## src/rtl/smpl_iter_pkg.sv

```systemverilog
// Shared types and decode helpers for the sample iterator.
package smpl_iter_pkg;

    typedef enum logic {
        ST_WAIT = 1'b0,
        ST_TEST = 1'b1
    } smpl_state_e;

    // One-hot sample rate to log2 samples-per-pixel-width; lowest set bit wins.
    function automatic logic [1:0] ss_w_lg2(input logic [3:0] ss);
        if (ss[0])      return 2'd3;
        else if (ss[1]) return 2'd2;
        else if (ss[2]) return 2'd1;
        else            return 2'd0;
    endfunction

endpackage

```

## src/rtl/smpl_iter_step.sv

```systemverilog
// Next raster position (x-fastest) and last-sample detect for the sample iterator.
module smpl_iter_step #(
    parameter int SIGFIG = 24
) (
    input  logic signed [SIGFIG-1:0] i_x,
    input  logic signed [SIGFIG-1:0] i_y,
    input  logic signed [SIGFIG-1:0] i_llx,
    input  logic signed [SIGFIG-1:0] i_urx,
    input  logic signed [SIGFIG-1:0] i_ury,
    input  logic signed [SIGFIG-1:0] i_step,
    output logic signed [SIGFIG-1:0] o_nx,
    output logic signed [SIGFIG-1:0] o_ny,
    output logic                     o_last
);

    always_comb begin
        o_nx = i_x;
        o_ny = i_y;
        if (i_x < i_urx) begin
            o_nx = i_x + i_step;
        end else begin
            o_nx = i_llx;
            o_ny = i_y + i_step;
        end
    end

    assign o_last = (i_x == i_urx) && (i_y == i_ury);

endmodule

```

## src/rtl/smpl_iter_ctl.sv

```systemverilog
// Walks a triangle's bounding box on the sample grid, one sample per cycle.
// Optional SMPL_ITER_STATS_EN adds saturating triangle/sample counters.
module smpl_iter_ctl
    import smpl_iter_pkg::*;
#(
    parameter int SIGFIG = 24,
    parameter int RADIX  = 10,
    parameter int VERTS  = 3,
    parameter int AXIS   = 3,
    parameter int COLORS = 3
) (
    input  logic                                         clk,
    input  logic                                         rst,
    input  logic signed [VERTS-1:0][AXIS-1:0][SIGFIG-1:0] tri_R13S,
    input  logic        [COLORS-1:0][SIGFIG-1:0]          color_R13U,
    input  logic signed [1:0][1:0][SIGFIG-1:0]            box_R13S,
    input  logic                                         validTri_R13H,
    input  logic        [3:0]                            subSample_RnnnnU,
    output logic                                         halt_RnnnnL,
    output logic signed [VERTS-1:0][AXIS-1:0][SIGFIG-1:0] tri_R14S,
    output logic        [COLORS-1:0][SIGFIG-1:0]          color_R14U,
    output logic signed [1:0][SIGFIG-1:0]                 sample_R14S,
    output logic                                         validSamp_R14H
`ifdef SMPL_ITER_STATS_EN
    ,
    output logic        [31:0]                           tri_cnt_RnnU,
    output logic        [31:0]                           samp_cnt_RnnU
`endif
);

    smpl_state_e r_state, w_nstate;

    logic signed [VERTS-1:0][AXIS-1:0][SIGFIG-1:0] r_tri;
    logic        [COLORS-1:0][SIGFIG-1:0]          r_color;
    logic signed [SIGFIG-1:0] r_x, r_y, r_llx, r_urx, r_ury, r_step;
    logic signed [SIGFIG-1:0] w_nx, w_ny, w_step_in;
    logic w_last_raw, w_last, w_accept, w_load, w_adv, w_halt;

    assign w_step_in = {{(SIGFIG-1){1'b0}}, 1'b1} << (RADIX - int'(ss_w_lg2(subSample_RnnnnU)));

    smpl_iter_step #(.SIGFIG(SIGFIG)) u_step (
        .i_x    (r_x),
        .i_y    (r_y),
        .i_llx  (r_llx),
        .i_urx  (r_urx),
        .i_ury  (r_ury),
        .i_step (r_step),
        .o_nx   (w_nx),
        .o_ny   (w_ny),
        .o_last (w_last_raw)
    );

    always_ff @(posedge clk or posedge rst) begin
        if (rst) r_state <= ST_WAIT;
        else     r_state <= w_nstate;
    end

    always_comb begin
        w_nstate = r_state;
        w_load   = 1'b0;
        w_adv    = 1'b0;
        w_last   = (r_state == ST_TEST) && w_last_raw;
        w_halt   = (r_state == ST_WAIT) || w_last;
        w_accept = validTri_R13H && w_halt;
        case (r_state)
            ST_WAIT: begin
                if (w_accept) begin
                    w_load   = 1'b1;
                    w_nstate = ST_TEST;
                end
            end
            ST_TEST: begin
                // On the last sample a waiting triangle loads with no bubble.
                if (w_last) begin
                    if (w_accept) w_load   = 1'b1;
                    else          w_nstate = ST_WAIT;
                end else begin
                    w_adv = 1'b1;
                end
            end
            default: w_nstate = ST_WAIT;
        endcase
    end

    always_ff @(posedge clk or posedge rst) begin
        if (rst) begin
            r_tri   <= '0;
            r_color <= '0;
            r_x     <= '0;
            r_y     <= '0;
            r_llx   <= '0;
            r_urx   <= '0;
            r_ury   <= '0;
            r_step  <= '0;
        end else if (w_load) begin
            r_tri   <= tri_R13S;
            r_color <= color_R13U;
            r_x     <= $signed(box_R13S[0][0]);
            r_y     <= $signed(box_R13S[0][1]);
            r_llx   <= $signed(box_R13S[0][0]);
            r_urx   <= $signed(box_R13S[1][0]);
            r_ury   <= $signed(box_R13S[1][1]);
            r_step  <= w_step_in;
        end else if (w_adv) begin
            r_x     <= w_nx;
            r_y     <= w_ny;
        end
    end

    assign halt_RnnnnL    = w_halt;
    assign tri_R14S       = r_tri;
    assign color_R14U     = r_color;
    assign sample_R14S    = {r_y, r_x};
    assign validSamp_R14H = (r_state == ST_TEST);

`ifdef SMPL_ITER_STATS_EN
    logic [31:0] r_tri_cnt, r_samp_cnt;

    always_ff @(posedge clk or posedge rst) begin
        if (rst) begin
            r_tri_cnt  <= '0;
            r_samp_cnt <= '0;
        end else begin
            if (w_load && (r_tri_cnt != '1))
                r_tri_cnt <= r_tri_cnt + 32'd1;
            if (validSamp_R14H && (r_samp_cnt != '1))
                r_samp_cnt <= r_samp_cnt + 32'd1;
        end
    end

    assign tri_cnt_RnnU  = r_tri_cnt;
    assign samp_cnt_RnnU = r_samp_cnt;
`endif

endmodule

```

## config.mk

```make
export PLATFORM = sky130hd
export DESIGN_NAME = smpl_iter_ctl
export DESIGN_NICKNAME = d
export VERILOG_FILES = /design/src/rtl/smpl_iter_pkg.sv /design/src/rtl/smpl_iter_step.sv /design/src/rtl/smpl_iter_ctl.sv
export SDC_FILE = /design/constraint.sdc
export NUM_CORES = 1
export LEC_CHECK = 0
export ABC_AREA = 1
export CAP_MARGIN = 20
export CORE_AREA = 4 4 282 284
export CTS_BUF_LIST = sky130_fd_sc_hd__clkbuf_8
export CTS_CLUSTER_SIZE = 24
export DETAILED_ROUTE_END_ITERATION = 8
export DIE_AREA = 0 0 286 288
export PLACE_DENSITY_LB_ADDON = 0.05
export SLEW_MARGIN = 15
export SYNTH_ARGS = -nofsm -noshare
export SYNTH_HDL_FRONTEND = slang
export SYNTH_SLANG_ARGS = --single-unit
```

## constraint.sdc

```tcl
create_clock -name clk -period 46 [get_ports clk]
set_input_delay 13.8 -clock clk [delete_from_list [all_inputs] [get_ports clk]]
set_output_delay 13.8 -clock clk [all_outputs]
set_load 0.02 [all_outputs]
```

* Word-level counts from Yosys, hierarchy flattened
Cells that the tools add are included.
Word-level totals: word-level logic and storage cells 50, bits in registers 433, input port bits 391
Cells by class: eq/ne operators 3, multiplexer cells 16, bitwise gates (word level) 1, magnitude comparators 1, shifts and indexed selects 1, add/sub/neg operators 3, reductions and logical operators 6
Operators by type and width (count):
- 2-to-1 mux 24 bit | 6
- adder 24 bit | 2
- == test 24 bit | 2
- left shift 1 x 32 -> 24 bit, first input constant | 1
- < comparator 24 bit | 1
- 2-to-1 mux 1 bit | 6
- subtractor 4 x 2 -> 5 bit, first input constant | 1
- 2-to-1 mux 2 bit | 2
- case mux 1 bit (2 select lines) | 2
- logical AND 1 bit | 3
- != test 2 bit, second input constant | 1
- AND reduction 2 bit | 1
- nonzero test 2 bit | 1
- logical OR 1 bit | 1
- inverter 1 bit | 1

* Logic depth before layout (Yosys ltp)
depth in word-level cells 10, depth in mapped cells 19, depth with buffers taken out 18

* Modules after synthesis
From an unflattened synthesis, not the netlist that was laid out.
Second synthesis, totals: cells, all modules 2868, area total of the unflattened synthesis 21281.7 um2
Modules (own cells, without submodules):
- smpl_iter_ctl | instances 1, cells each 1858, area each 16241.8 um2, sequential area each 10535.1 um2
- smpl_iter_step | instances 1, cells each 1010, area each 5039.8 um2, sequential area each 0.0 um2

* Worst setup path before layout
No wires, ideal clock.
path type register -> output, start point register r_x[23], end point output halt_RnnnnL, arrival time 1.953 ns, data required time 32.200 ns, cell stages (with the launch flop) 12, path buffers 2, path slack 30.247 ns, cells stage by stage dfrtp_1 ha_1 nand2_1 inv_1 nand4_1 nor2_1 nand2_1 nor2_1 nand2_1 nand2_2 buf_2 buf_2
On the way: word-level cells in the longest chain between the ends 4
RTL lines:
- from (decl) | line smpl_iter_ctl.sv:35 | logic signed [SIGFIG-1:0] r_x, r_y, r_llx, r_urx, r_ury, r_step;
- from (signal assigned) | line smpl_iter_ctl.sv:98 | r_x <= $signed(box_R13S[0][0]);
- from (signal assigned) | line smpl_iter_ctl.sv:105 | r_x <= w_nx;
- == test 24 bit | line smpl_iter_step.sv:27 | assign o_last = (i_x == i_urx) && (i_y == i_ury);
- logical AND 1 bit | line smpl_iter_step.sv:27
- logical AND 1 bit | line smpl_iter_ctl.sv:62 | w_last = (r_state == ST_TEST) && w_last_raw;
- logical OR 1 bit | line smpl_iter_ctl.sv:63 | w_halt = (r_state == ST_WAIT) || w_last;
- to (decl) | line smpl_iter_ctl.sv:19 | output logic halt_RnnnnL,
No other way between the ends.

* Worst setup path in the final report
start point register r_x[15], end point output halt_RnnnnL
The elaborated chain is that of the path after synthesis.

==> flow_results.org <==
** Run status
- The flow ran to the end, and the final reports show no timing, DRC or antenna violations.

** Placed design
- Once placement finished, the instance area stood at 28,200 um2.
- Number of buffers added on ports :: 727
- Worst slack at placement :: 28.09 ns
- Placer's final routability congestion estimate :: 0.854
- After legalization and detailed placement, the total HPWL measured 65,300 um.

** Global routing
- Routing usage on met1 :: 22.9%
- The number of antenna violations at the first check in global routing is 28.
- The layer flagged by global routing as most heavily used is met2.
- Pin count of the biggest net entering global routing :: 204
- Total global routing track utilization :: 20.6%
- Grt ovf :: 0
- Via count of the first global-routing pass :: 19.7k
- Met3 track demand over resource in global routing :: 7.26%
- GR Layer Usage met2 :: 36.4%
- The first global-routing pass estimated 128,000 um of wire.

** Logic synthesis
- Of all flip-flops after synthesis, the portion carrying an async set or reset was 100%.
- The cell area that synthesis handed to floorplanning was 20,000 um2.
- Number of synthesized flops with an enable pin :: 0
- Area fraction of the dominant cell type after synthesis :: 52.8%
- Net Count, Synth :: 3,035
- Yosys instantiated no cell more often than nand2_1.
- Dividing the synthesized area by the synthesized cell count gives 7.74 um2.
- Synthesis produced a netlist whose cell count is 2,586.
- Sequential-to-total area share from yosys stat :: 52.8%
- In this run, distinct cell masters in the synthesized netlist total 29.
- Of all cell types, the one taking the most synthesized area is dfrtp_1.
- Most used DFF post-synth :: dfrtp_1
- Area contributors post-synth :: dfrtp_1 53%, nand2_1 26%, ha_1 3.5%
- Synthesis inferred 422 register bits.
- Sorting the synthesized cells by how often they occur yields 1,401 x nand2_1, 422 x dfrtp_1, 141 x inv_1.
- Yosys warning count :: 0

** Timing
- The worst pin sits at a relative slew slack of 19.0%.
- Upper clock frequency limit :: 56.2 MHz
- At the pin with the least slew margin, the transition time is 1.21 ns.
- Unrepaired setup endpoints after global routing :: false
- Final period utilization :: 38.7%
- The count of pins over their slew limit was 0.
- Final sum of negative setup slack :: 0 ns
- Across the routed clock network, the largest skew measured is 0.0486 ns.
- Minimum clock period :: 17.78 ns
- Fin. Hold Viols :: 0
- Hold is met by 0.474 ns.
- Final worst slack :: 28.22 ns
- Count of endpoints failing setup in the final report :: 0

** Power
- Part of the total power dissipated in combinational logic :: 34.5%
- The clock network burns 30.4% of the power.
- Net load switching power :: 0.491 mW
- Across the VDD grid, the largest voltage drop is 0.0201 mV.
- Net Sw Frac :: 37.8%
- Power per standard cell area :: 43.2 nW/um2
- The design draws 1.30 mW.
- Internal :: 0.807 mW
- Registers are responsible for 35.1% of the overall power.
- For this design the static power due to leakage is 15.0 nW.

** Hold path
- In this run the worst hold path is classified as register to register.

** Clock tree
- H-tree depth :: 3
- The clock net in this run drives a total of 422 sinks.
- Buffer depth of the longest clock path :: 3
- Number of buffers added by the clock tree synthesis step :: 85
- TritonCTS built the clock tree.
- Clock-pin slew on the worst setup and hold paths :: 0.05 ns
- Post-CTS repair timing setup buffer count :: 0
- Number of buffers inserted by hold repair at cts :: 0
- Root Buffer :: clkbuf_8
- After clock tree synthesis, the repair step resized 0 gates.
- Clock insertion delay at the later pin of the skew report :: 0.69 ns

** Detailed routing
- Via total after detailed routing :: 19.2k
- Pre-Repair DR Iteration Count :: 5
- Initial DRC count :: 980
- Dividing the detail-routed via count by the number of cells gives 4.34.
- Number of design rule violations left after detail routing :: 0
- WL/cell :: 19.8 um
- The detail route stage leaves a number of antenna-violating nets equal to 0.
- Final routed wirelength across all metal layers :: 87,600 um

** Layout
- After filler insertion, the fill cell instance count of the layout stands at 8,081.
- Share of post-route cells with drive strength above 1 :: 4.65%
- # nets final :: 3,758
- Compared with the post-synthesis result, the final layout area differs by 50.2%.
- Fin area :: 30,000 um2

** Run
- Max_cap viols :: 0

** Setup path
- At the worst endpoint, the required time is 32.20 ns.
- STA classifies the critical path startpoint as a register.
- Top fanout value on the critical path :: 51
- The worst setup path is captured at an output port.
- The worst setup path is of the register to output port kind.
- For flop-to-flop paths, the worst setup slack is 41.07 ns.
- WP data arrival :: 3.98 ns

** Floorplan
- In this run the horizontal extent of the chip is 286 um.
- Core area :: 77,100 um2
- The floorplan step defined a die boundary enclosing 82,400 um2.
- In this run the vertical extent of the chip is 288 um.
- Site Rows :: 102
- In this run the count of I/O pins placed on the die edge is 729.
- Initial cell density of the core :: 26.0%
flip-flops by register name, summed over array words and instances (netlist names):
register,flops
r_ury,24
r_llx,24
color_R14U,72
r_urx,24
validSamp_R14H,1
r_x,24
tri_R14S,216
r_step,13
r_y,24
layer usage:
metal  part of all wire, %  vias up
met5                  0.20        -
met4                   3.2       24
met3                   7.7      151
met2                    51      586
met1                    38     9007
li1                      -     9459
power by group through the flow:
stage                     combinational, mW  clock, mW  sequential, mW
final                                 0.448      0.394           0.456
after global routing                  0.501      0.428           0.461
after CTS                             0.453      0.412           0.457
after detailed placement              0.451          0           0.462
after global placement                0.450          0           0.462
after floorplan                       0.234          0           0.482
critical path, stage by stage (launching register included):
cell and delay (ns):
dfrtp_1 0.44, ha_1 0.33, nand2_1 0.07, nor2_1 0.16
nand4_1 0.19, nor2_1 0.41, nand2_1 0.10, nor2_1 0.11
nand2_1 0.15, nand2_2 0.08, buf_4 0.54, clkdlybuf4s50_1 0.74
cells by family (layout without fill, tap and decap cells):
kind of cell             count (synthesis)  in the layout  synth area share, %
adder cells (fa/ha/maj)                 58             58                 3.70
AO/OA/AOI/OAI                          157            157                 4.05
buffers and inverters                  251           1039                 5.39
XOR/XNOR                                37             37                 1.62
other                                    0             18                    0
flip-flops                             422            422                 52.8
AND/OR/NAND/NOR                       1661           1661                 32.5
through the flow:
step / instances / utilization, %
finish: 4432 / 39.0
global placement: 4260 / 36.6
floorplan: 2586 / -
CTS: 4412 / 38.8
global route: 4425 / 39.0
detailed placement: 4260 / 36.6
layout by cell type, fill, tap and decap left out, types with 2 or more instances in the layout:
master,count
nand2_1,1400
clkdlybuf4s50_1,727
dfrtp_1,422
inv_1,166
nand3_1,115
clkbuf_8,105
nor2_1,100
o21ai_0,79
a21oi_1,66
ha_1,56
xor2_1,22
diode_2,18
xnor2_1,15
nand4_1,14
buf_4,14
clkinv_2,12
nor3_1,10
nand3b_1,8
or2_2,5
nand2_2,4
a21o_1,3
and2_1,3
o21bai_1,3
inv_8,3
o22ai_1,2
o21ai_1,2
fa_1,2
clkinvlp_4,2
clkinv_8,2
buf_16,2
buf_12,2
cell type report:
type | count | area (um2) | area share (%)
sequential | 422 | 10600 | 35.1
multi-input combinational | 1913 | 8390 | 27.9
timing repair buffer | 745 | 7480 | 24.9
clock buffer | 105 | 1450 | 4.81
tap | 1040 | 1300 | 4.33
inverter | 142 | 541 | 1.80
clock inverter | 47 | 283 | 0.941
antenna | 18 | 45.0 | 0.150
worst paths after layout:
| kind | startpoint | to | depth (start not counted) |
|---|---|---|---|
| worst max-delay path | r_x[15] | halt_RnnnnL | 11 |
| worst min-delay path | tri_R14S[18] | tri_R14S[18] | 2 |
| worst max register to register | r_x[15] | tri_R14S[74] | 15 |
| worst min register to register | tri_R14S[18] | tri_R14S[18] | 2 |
| max in group asynchronous | rst | color_R14U[56] | 4 |
| min in group asynchronous | rst | tri_R14S[73] | 2 |
(Power assumes the default switching activity.)
